File: config.mk
export PLATFORM = sky130hd
export DESIGN_NAME = queue_n_to_1
export DESIGN_NICKNAME = d
export VERILOG_FILES = /design/src/rtl/queue_n_to_1.sv
export SDC_FILE = /design/constraint.sdc
export NUM_CORES = 1
export LEC_CHECK = 0
export ABC_CLOCK_PERIOD_IN_PS = 3400
export BUFFER_PORTS_ARGS = -buffer_cell sky130_fd_sc_hd__buf_2
export CAP_MARGIN = 0
export CORE_ASPECT_RATIO = 1.4
export CORE_MARGIN = 3
export CORE_UTILIZATION = 49
export CTS_BUF_LIST = sky130_fd_sc_hd__clkbuf_4
export CTS_CLUSTER_DIAMETER = 30
export CTS_CLUSTER_SIZE = 16
export DETAILED_ROUTE_END_ITERATION = 16
export PLACE_DENSITY = 0.71
export SETUP_SLACK_MARGIN = 0.15
export SKIP_LAST_GASP = 1
export SLEW_MARGIN = 15
export SYNTH_ARGS = -nofsm -noshare
export SYNTH_HDL_FRONTEND = slang
export SYNTH_SLANG_ARGS = --single-unit
File: constraint.sdc
create_clock -name clk_i -period 3.4 [get_ports clk_i]
set_clock_uncertainty 0.2 [all_clocks]
set_input_delay 0.34 -clock clk_i [delete_from_list [all_inputs] [get_ports clk_i]]
set_output_delay 0.34 -clock clk_i [all_outputs]
set_load 0.01 [all_outputs]
File: src/rtl/queue_n_to_1.sv
// queue_n_to_1: width-narrowing FIFO. Each push writes 1..Ratio words of
// Width bits from a wide bus; each pull removes exactly one word.
//
// Ports:
//   clk_i         clock, rising edge
//   rst_i         asynchronous active-high reset (discards contents)
//   push_i        write request
//   push_count_i  words to write this push (0 = no-op, >Ratio = rejected)
//   pull_i        read request, removes the head word
//   d_i           input words; d_i[Width-1:0] is word 0 and leaves first
//   q_o           head word, first-word fall-through, 0 when empty
//   void_o        queue empty
//   full_o        free space < Ratio
//   level_o       words stored, 0..Depth
//   err_o         sticky error: rejected push or pull from empty
module queue_n_to_1 #(
    parameter int Width        = 8,
    parameter int AddressWidth = 2,
    parameter int Ratio        = 2,
    parameter int CountWidth   = 2
) (
    input  logic                      clk_i,
    input  logic                      rst_i,
    input  logic                      push_i,
    input  logic [CountWidth-1:0]     push_count_i,
    input  logic                      pull_i,
    input  logic [Width*Ratio-1:0]    d_i,
    output logic [Width-1:0]          q_o,
    output logic                      void_o,
    output logic                      full_o,
    output logic [AddressWidth:0]     level_o,
    output logic                      err_o
);

    localparam int Depth = 2 ** AddressWidth;
    localparam logic [AddressWidth:0] DepthLvl = (AddressWidth + 1)'(Depth);

    logic [Width-1:0]        mem_q [Depth];
    logic [AddressWidth-1:0] head_q, head_d;
    logic [AddressWidth-1:0] tail_q, tail_d;
    logic [AddressWidth:0]   level_q, level_d;
    logic                    err_q, err_d;

    logic [AddressWidth:0]   free_lvl;
    logic [31:0]             cnt_w;
    logic [31:0]             free_w;
    logic                    push_ok;
    logic                    push_reject;
    logic                    pull_ok;
    logic                    pull_reject;
    logic [AddressWidth:0]   push_add;
    logic [AddressWidth:0]   pull_sub;

    // Free space is taken from the pre-edge level, so a push alongside a
    // pull cannot use the slot the pull is about to release.
    assign free_lvl = DepthLvl - level_q;
    assign cnt_w    = 32'(push_count_i);
    assign free_w   = 32'(free_lvl);

    always_comb begin
        push_ok     = push_i && (cnt_w != 32'd0) && (cnt_w <= 32'(Ratio)) && (cnt_w <= free_w);
        push_reject = push_i && (cnt_w != 32'd0) && !push_ok;
        pull_ok     = pull_i && (level_q != '0);
        pull_reject = pull_i && (level_q == '0);

        push_add = push_ok ? (AddressWidth + 1)'(push_count_i) : '0;
        pull_sub = {{AddressWidth{1'b0}}, pull_ok};

        // Pointers are AddressWidth bits, so the adds wrap modulo Depth.
        head_d  = head_q + AddressWidth'(pull_ok);
        tail_d  = tail_q + (push_ok ? AddressWidth'(push_count_i) : '0);
        level_d = level_q + push_add - pull_sub;
        err_d   = err_q | push_reject | pull_reject;
    end

    always_ff @(posedge clk_i or posedge rst_i) begin
        if (rst_i) begin
            head_q  <= '0;
            tail_q  <= '0;
            level_q <= '0;
            err_q   <= 1'b0;
        end else begin
            head_q  <= head_d;
            tail_q  <= tail_d;
            level_q <= level_d;
            err_q   <= err_d;
        end
    end

    // Storage is not reset; level alone decides what is valid.
    always_ff @(posedge clk_i) begin
        for (int k = 0; k < Ratio; k++) begin
            if (push_ok && (32'(k) < cnt_w)) begin
                mem_q[tail_q + AddressWidth'(k)] <= d_i[k*Width +: Width];
            end
        end
    end

    assign q_o     = (level_q != '0) ? mem_q[head_q] : '0;
    assign void_o  = (level_q == '0);
    assign full_o  = (free_w < 32'(Ratio));
    assign level_o = level_q;
    assign err_o   = err_q;

endmodule

==> results of run 1 <==
==> cell type report <==
type,count,area (sq um),share of cell area (%)
clock buffers,6,45.04,1.726
flip-flops and latches,40,1161,44.49
repair buffers,44,245.2,9.396
well taps,60,75.07,2.876
multi-input cells,94,1031,39.50
inverters,11,41.29,1.582
clock inverters,2,11.26,0.4314
==> worst max-delay path, cell delays in order (launching register included) <==
cell,delay (ns)
dfrtp_1,0.43
inv_2,0.06
ha_4,0.26
inv_1,0.05
ha_4,0.21
nor2b_1,0.12
o211a_1,0.24
buf_4,0.18
nor2_1,0.18
inv_1,0.06
ha_1,0.30
fa_2,0.39
xor2_1,0.15
xnor2_1,0.13
==> sequential cells by signal (all words and copies together), names as in the netlist <==
signal	count
err_o	1
head_q	2
level_o	3
mem_q	32
tail_q	2
==> path summary, 6_finish.rpt <==
kind | endpoint | from | cells past startpoint | slack (ns)
hold reg to reg | err_o$_DFF_PP0_ | err_o$_DFF_PP0_ | 1 | 0.31
min in group asynchronous | tail_q[1]$_DFF_PP0_ | rst_i | 3 | 0.27
setup / recovery | level_o[2]$_DFF_PP0_ | level_o[0]$_DFF_PP0_ | 13 | 0.31
setup reg to reg | level_o[2]$_DFF_PP0_ | level_o[0]$_DFF_PP0_ | 13 | 0.31
max in group asynchronous | level_o[1]$_DFF_PP0_ | rst_i | 3 | 2.49
hold / removal | err_o$_DFF_PP0_ | pull_i | 2 | 0.06
==> layer usage <==
layer | wire, microns | vias up | share of wire, % | GRT usage [%]
met4 | 40 | 0 | 0.89 | 5.422
met5 | 0 | - | 0 | 0
met3 | 179 | 4 | 4.0 | 3.539
li1 | - | 645 | - | -
met2 | 2537 | 32 | 57 | 34.01
met1 | 1727 | 689 | 39 | 19.20
==> kinds of logic (layout without fill, tap and decap cells) <==
| kind of cell | Yosys count | after routing | synth area share [%] |
|---|---|---|---|
| compound gates | 6 | 6 | 2.021 |
| simple gates | 32 | 32 | 10.27 |
| buf+inv | 15 | 63 | 2.976 |
| flops | 40 | 40 | 52.11 |
| fa+ha+maj | 11 | 11 | 6.401 |
| xor+xnor | 5 | 5 | 1.966 |
| mux | 40 | 40 | 24.26 |
==> cells in the final DEF, fill, tap and decap left out, drive strengths merged, types with 5 or more instances in the layout <==
master / n
inv: 11
mux4: 8
ha: 9
nand2: 5
nor2: 5
mux2: 32
edfxtp: 32
nor2b: 12
dfrtp: 8
buf: 43
clkbuf: 6
==> stage by stage <==
step / cell area (sq um) / power [mW] / utilization, % / hold slack [ns]
finish: 2610 / 1.876 / 60.57 / 0.05803
global route: 2610 / 2.009 / 60.57 / 0.06388
CTS: 2580 / 1.869 / 59.87 / 0.04146
detailed placement: 2514 / 1.628 / 58.33 / 0.1068
global placement: 2514 / 1.592 / 58.33 / 0.1015
floorplan: 2228 / 1.357 / - / -0.04434
==> what timing repair did <==
item                                    in CTS  in global routing
endpoints found under the setup margin       0                  1
gates resized for setup                      0                  6
hold buffers                                 1                  0
endpoints found under the hold margin        8                  0
==> power by group <==
part           total [mW]  switching, mW  internal, mW
sequential          0.762          0.118         0.644
combinational       0.873          0.420         0.453
clock               0.242          0.155        0.0868
==> summary.txt, run 1 <==
Status
  – Status: completed

Yosys
  – Commonest cells in the netlist: 32 x edfxtp_1, 32 x mux2_2, 12 x nor2b_1
  – Cell taking the most area after synthesis: edfxtp_1
  – Syn Nets: ~180
  – Post-Syn Area: about 2200 sq um
  – Gate Count Post-Synth: 149
  – Synth top area share: 43.12%
  – Synthesized flop and latch total: 40
  – Top cells by area, synth: edfxtp_1 43%, mux2_2 16%, dfrtp_1 9.0%
  – Ys async rst share: 20.00%
  – Syn. warnings: 0
  – EDFF count, synth: 32
  – Mean Syn Cell Area: 14.96 sq um
  – Synth cell types: 29
  – Sequential element share of the synthesized area: 52.11%
  – Ys flop type: edfxtp_1

Routing
  – DR iter-0 viols: 33
  – Post-route ant nets: 0
  – Routed vias: 1,370
  – Total wire length: 4.485 mm
  – Drt pass-1 iters: 4
  – DRC viols: 0
  – Vias per cell: 5.331
  – Wire per inst: 17.45 microns

Floorplan
  – Ports: 36
  – DIE AREA: 5404 sq um
  – Die height: between 80 and 90 microns
  – Die width: 63.00 microns
  – Core box area: 4309 sq um
  – Initial Util: between 50% and 60%
  – Rows: 28

CTS
  – Skew-Pair Late Insertion Delay: 0.34 ns
  – Clock transition at path regs: 0.11 ns
  – Number of buffers created by CTS: 5
  – Worst-case clock buffer depth: 2
  – Root buffer cell: clkbuf_4
  – CTS sink cnt: 40
  – CTS H-tree lvls: 2
  – CTS tree: built
  – Post-CTS Setup Inserts: 0

Flow run
  – Max Cap Viol: 0

Global route
  – Vias in the first global route: 1,486
  – Total Routing Usage GR: between 10% and 20%
  – First-pass GRT wire length: 7.217 mm
  – Largest net degree at the start of global routing: 13
  – GRT Residual Overflow: 0
  – Antenna violations before repair: 0

Timing
  – Worst setup margin: 0.3089 ns
  – Fin. max-slew vios: 0
  – Final setup viols: 0
  – Pin slew with the least headroom to its limit: between 0.5 and 0.6 ns
  – Crit path time final: slightly above 3 ns
  – Setup tns final: 0 ns
  – Final-report hold violation count: 0
  – Rel. slew slack: 61.56%
  – Fin crit share: 90.91%
  – Maximum clock rate: 323.5 MHz
  – Unrepaired setup endpoints after global routing: false

Layout
  – Nets: ~230
  – Fill count: between 300 and 400
  – Layout area overhead: 17.13%
  – Layout Cells excl Fill: between 200 and 300
  – Number of diodes: 0
  – Share of cells above drive strength 1: 52.28%

Pwr
  – Worst vdd ir: between 0.2 and 0.3 mV
  – Pwr/cell area: 719.0 nW/um^2
  – Leak: ~1 nW

Placement
  – I/O Buffers: 35
  – GP Congestion: ~0.79
  – HPWL Detailed: 3.315 mm
  – Placed cells: 248
  – Dpl ws: 0.1922 ns

Setup path
  – Critical path class: reg2reg
  – WP data required: between 3 and 4 ns
  – Crit end category: flip-flop
  – Worst Path Max Fanout: 7
  – Worst Path Arrival: 3.12 ns
  – Startpoint types: flip-flop

Worst hold path
  – Hold WC Path Type: in2reg
Power figures use the tool's default switching activity.
==> inputs of run 2 (changes only) <==
- CORE_UTILIZATION: 49 -> 55
- PLACE_DENSITY: 0.71 -> 0.78
==> run 2 against run 1 <==
Against the previous run: maximum frequency is 1.8% lower; register-to-register slack lost 0.06 ns; flip-flop and latch count unchanged; critical path depth rose by 2; non-clock buffer count stayed put.
==> summary.txt, run 2 (synthesized netlist as in run 1, its figures left out) <==
Timing
  – Maximum clock rate: 317.6 MHz
  – Setup tns final: 0 ns
  – WHS: 0.05714 ns
  – Rel. slew slack: 61.23%
  – Final-report hold violation count: 0
  – Final setup viols: 0
  – Fin crit share: 92.61%
  – Unrepaired setup endpoints after global routing: false
  – Fin. max-slew vios: 0
  – Pin slew with the least headroom to its limit: 0.5815 ns
  – Crit path time final: between 3 and 4 ns

Layout
  – Design area: roughly 2600 sq um
  – Share of cells above drive strength 1: 51.78%
  – Largest register FFs: 32
  – Most flops, register: mem_q
  – Finished Core Util: 69.33%
  – Commonest non-fill, non-tap cell in the layout: buf_2
  – Nets: 228
  – Commonest non-fill, non-tap cells in the layout: 35 x buf_2, 32 x mux2_2, 32 x edfxtp_1
  – Layout area overhead: 17.41%
  – Number of diodes: 0

CTS
  – Number of buffers created by CTS: 5
  – CTS H-tree lvls: 2
  – CTS sink cnt: 40
  – CTS tree: built
  – Clock transition at path regs: 0.12 ns
  – Skew-Pair Late Insertion Delay: 0.34 ns
  – Worst-case clock buffer depth: 2
  – Root buffer cell: clkbuf_4

Floorplan
  – Initial Util: about three fifths
  – Die height: 81.32 microns
  – Core box area: between 3000 and 4000 sq um
  – Die width: between 50 and 60 microns
  – DIE AREA: 4862 sq um
  – Rows: 26
  – Ports: 36

Setup path
  – WP data required: 3.44 ns
  – Critical path class: reg2reg
  – RR Startpoint: level_o[0]$_DFF_PP0_
  – Slowest cell on crit path: dfrtp_1
  – R2r endpoint: level_o[2]$_DFF_PP0_
  – Worst Path Max Fanout: 4
  – Buffers plus inverters on the worst setup path: 4
  – Startpoint types: flip-flop
  – Reg2Reg Depth: 15
  – Crit path cell chain: inv_1 -> ha_4 -> inv_2 -> ha_4 -> nor2b_1 -> o211a_1 -> and2b_1 -> nand2_1 -> ha_1 -> inv_1 -> ha_1 -> inv_1 -> fa_2 -> xor2_2 -> xnor2_1
  – Register-to-register setup slack: 0.25 ns
  – Max stage delay on crit path: 0.41 ns
  – Worst Path Arrival: 3.19 ns
  – Largest delay share family, worst path: adder cells
  – Critical Path Most Common Cell: inv_1
  – Crit end category: flip-flop
  – Instance count on the critical path: 15

Flow run
  – Max Cap Viol: 0

Global route
  – First-pass GRT wire length: 7.334 mm
  – Total Routing Usage GR: between 20% and 30%
  – Vias in the first global route: 1,535
  – Largest net degree at the start of global routing: 14
  – Antenna violations before repair: 0
  – GRT Residual Overflow: 0

Pwr
  – Worst vdd ir: between 0.6 and 0.7 mV
  – Leak: a little over 1 nW
  – Pwr/cell area: around 750 nW/um^2
  – Total power: around 2 mW

Placement
  – GP Congestion: 0.8138
  – HPWL Detailed: 3.241 mm
  – I/O Buffers: 35
  – Area of placed instances: 2484 sq um

Worst hold path
  – Cell count of the worst hold path: 2
  – Hold endpoint: err_o$_DFF_PP0_
  – Hold WC Path Type: in2reg
  – Hold_sp: pull_i

Routing
  – Routed vias: between 1,000 and 1,500
  – DRC viols: 0
  – Post-route ant nets: 0
  – Wire per inst: 18.93 microns
  – DR iter-0 viols: 60
  – Vias per cell: 5.791
  – Total wire length: 4.525 mm
  – Drt pass-1 iters: 4

Status
  – Status: completed
-- run 2: worst max path at each step --
stage                      endpoint                 start  slack (ns)
2_1_floorplan  level_o[2]$_DFF_PP0_  level_o[0]$_DFF_PP0_        0.21
3_3_place_gp   level_o[2]$_DFF_PP0_  level_o[0]$_DFF_PP0_        0.34
3_5_place_dp   level_o[2]$_DFF_PP0_  level_o[0]$_DFF_PP0_        0.19
4_1_cts        level_o[2]$_DFF_PP0_  level_o[0]$_DFF_PP0_        0.18
5_1_grt        level_o[2]$_DFF_PP0_  level_o[0]$_DFF_PP0_        0.12
6_report       level_o[2]$_DFF_PP0_  level_o[0]$_DFF_PP0_        0.25
-- run 2: area by class of cell --
class,count,area [sq um]
timing repair buffer,44,245.2
tap,42,52.55
sequential,40,1161
multi-input combinational,94,1036
fill,281,1157
clock inverter,3,42.54
clock buffer,5,37.54
inverter,11,41.29
-- run 2: power by group --
group          total (mW)  switching (mW)  internal [mW]
Combinational       0.894           0.431          0.464
Sequential          0.763           0.119          0.644
Clock               0.310           0.156          0.154
Total                1.97           0.705           1.26
-- run 2: layer usage --
layer  global-route usage (%)  vias up  part of all wire (%)
met4                    7.982        0                  0.82
met2                    38.31       35                    58
met5                        0        -                     0
li1                         -      649                     -
met3                    4.769        4                   4.4
met1                    22.75      696                    37
-- run 2: what timing repair did --
item	CTS	global route
hold endpoints to repair	8	0
buffers inserted	0	1
resized for setup	0	5
hold buffers	1	0
setup endpoints to repair	0	1
-- run 2: through the flow --
step	std cells	worst slack (ns)
global route	239	0.1192
detailed placement	229	0.1911
global placement	229	0.3425
finish	239	0.2513
CTS	238	0.1778
floorplan	149	0.2138
==> inputs of run 3 (changes only) <==
- PLACE_DENSITY: 0.78 -> unset
- PLACE_DENSITY_LB_ADDON: unset -> 0.2
==> run 3 against run 2 <==
Against the previous run: via count up 0.22%; critical path depth unchanged; maximum frequency up 3.0%; sequential share of layout area up 0.085 points; global-route usage up 0.27 points; worst setup slack better by 0.093 ns; non-clock buffer count up 2.
==> summary.txt, run 3 (synthesized netlist as in run 1, its figures left out) <==
Layout
  – Fill count: roughly 280
  – Share of cells above drive strength 1: 54.77%
  – Area of the multi-input gates: 1039 sq um
  – Finished Core Util: 69.20%
  – Sequential cell area: 1161 sq um
  – Largest register FFs: 32
  – Nets: 230
  – Most flops, register: mem_q
  – Layout Cells excl Fill: 241
  – Commonest non-fill, non-tap cell in the layout: buf_2
  – Commonest non-fill, non-tap cells in the layout: 35 x buf_2, 32 x mux2_2, 32 x edfxtp_1
  – Layout area overhead: 17.18%
  – Number of diodes: 0

CTS
  – CTS tree: built
  – Skew-Pair Late Insertion Delay: 0.35 ns
  – CTS sink cnt: 40
  – CTS H-tree lvls: 2
  – Number of buffers created by CTS: 5
  – Clock transition at path regs: between 0.1 and 0.15 ns
  – Root buffer cell: clkbuf_4
  – Worst-case clock buffer depth: 2

Routing
  – DRC viols: 0
  – DR iter-0 viols: 75
  – Post-route ant nets: 0
  – Wire per inst: about 19 microns
  – Routed vias: 1,387
  – Total wire length: 4.519 mm
  – Vias per cell: about 5.8
  – Drt pass-1 iters: 4

Setup path
  – RR Startpoint: level_o[0]$_DFF_PP0_
  – Worst Path Arrival: approximately 3.1 ns
  – Worst Path Max Fanout: 4
  – WP data required: ~3.5 ns
  – Startpoint types: flip-flop
  – Crit path launch: level_o[0]$_DFF_PP0_
  – Critical path class: reg2reg
  – Crit end category: flip-flop

Floorplan
  – Die height: ~81 microns
  – Core box area: 3774 sq um
  – Ports: 36
  – Rows: 26
  – Die width: 59.80 microns
  – DIE AREA: 4862 sq um
  – Initial Util: 59.05%

Placement
  – GP Congestion: 0.7742
  – HPWL Detailed: 3.229 mm
  – I/O Buffers: 35
  – Placed cells: 229

Global route
  – GRT Residual Overflow: 0
  – First-pass GRT wire length: 7.182 mm
  – Antenna violations before repair: 0
  – Vias in the first global route: 1,459
  – Total Routing Usage GR: 21.20%
  – Largest net degree at the start of global routing: 14

Flow run
  – Max Cap Viol: 0

Status
  – Status: completed

Timing
  – Unrepaired setup endpoints after global routing: false
  – Pin slew with the least headroom to its limit: 0.5840 ns
  – Crit path time final: 3.056 ns
  – Rel. slew slack: 61.02%
  – Final setup viols: 0
  – Maximum clock rate: 327.2 MHz
  – Final-report hold violation count: 0
  – Fin. max-slew vios: 0
  – Fin crit share: around nine tenths
  – Setup tns final: 0 ns
  – WHS: roughly 0.036 ns

Worst hold path
  – Hold_sp: pull_i
  – Hold WC Path Type: in2reg

Pwr
  – Worst vdd ir: 0.5379 mV
  – Leak: 1.014 nW
  – Pwr/cell area: 745.3 nW/um^2
  – Total power: 1.946 mW
[run 3: what timing repair did]
item,4_1_cts,5_1_grt
pin swaps,1,5
gates resized for setup,0,9
endpoints found under the hold margin,8,0
buffers inserted,1,2
setup endpoints to repair,1,1
hold buffers,1,0
[run 3: layout make-up]
cell class | instances | share of cell area, %
clock buffers | 6 | 1.725
clock inverters | 2 | 0.4792
inverters | 11 | 1.581
multi-input cells | 94 | 39.77
flip-flops and latches | 40 | 44.47
well taps | 42 | 2.012
repair buffers | 46 | 9.966
[run 3: critical path, cell delays in order, from the launching register on]
cell	delay, ns
dfrtp_1	0.41
inv_2	0.06
ha_4	0.27
inv_2	0.04
ha_4	0.21
nor2b_1	0.12
o211a_1	0.22
and2b_1	0.19
nand2_1	0.05
ha_1	0.26
inv_1	0.06
ha_2	0.16
inv_2	0.04
fa_2	0.39
xor2_2	0.15
xnor2_1	0.16
[run 3: final timing paths]
check	endpoint	slack, ns	depth (start not counted)
hold reg to reg	err_o$_DFF_PP0_	0.30	1
hold / removal	err_o$_DFF_PP0_	0.04	2
min in group asynchronous	err_o$_DFF_PP0_	0.26	3
max in group asynchronous	tail_q[1]$_DFF_PP0_	2.50	3
setup reg to reg	level_o[2]$_DFF_PP0_	0.34	15
setup / recovery	level_o[2]$_DFF_PP0_	0.34	15
[run 3: report_power, final]
part / switching (mW) / internal [mW] / total, mW
Sequential: 0.120 / 0.644 / 0.764
Combinational: 0.445 / 0.494 / 0.939
Clock: 0.156 / 0.0878 / 0.244
Total: 0.721 / 1.23 / 1.95
[run 3: routing by layer]
layer / routed length [microns] / part of all wire [%] / global-route usage (%)
met4: 68 / 1.5 / 7.317
met1: 1778 / 39 / 24.79
met2: 2515 / 56 / 38.10
met3: 158 / 3.5 / 3.816
met5: 0 / 0 / 0
[run 3: through the flow]
step,setup WS [ns],area (sq um)
final,0.3442,2611
after global routing,0.1636,2611
after CTS,0.2258,2559
after detailed placement,0.1389,2484
after global placement,0.2346,2484
after floorplan,0.2138,2228
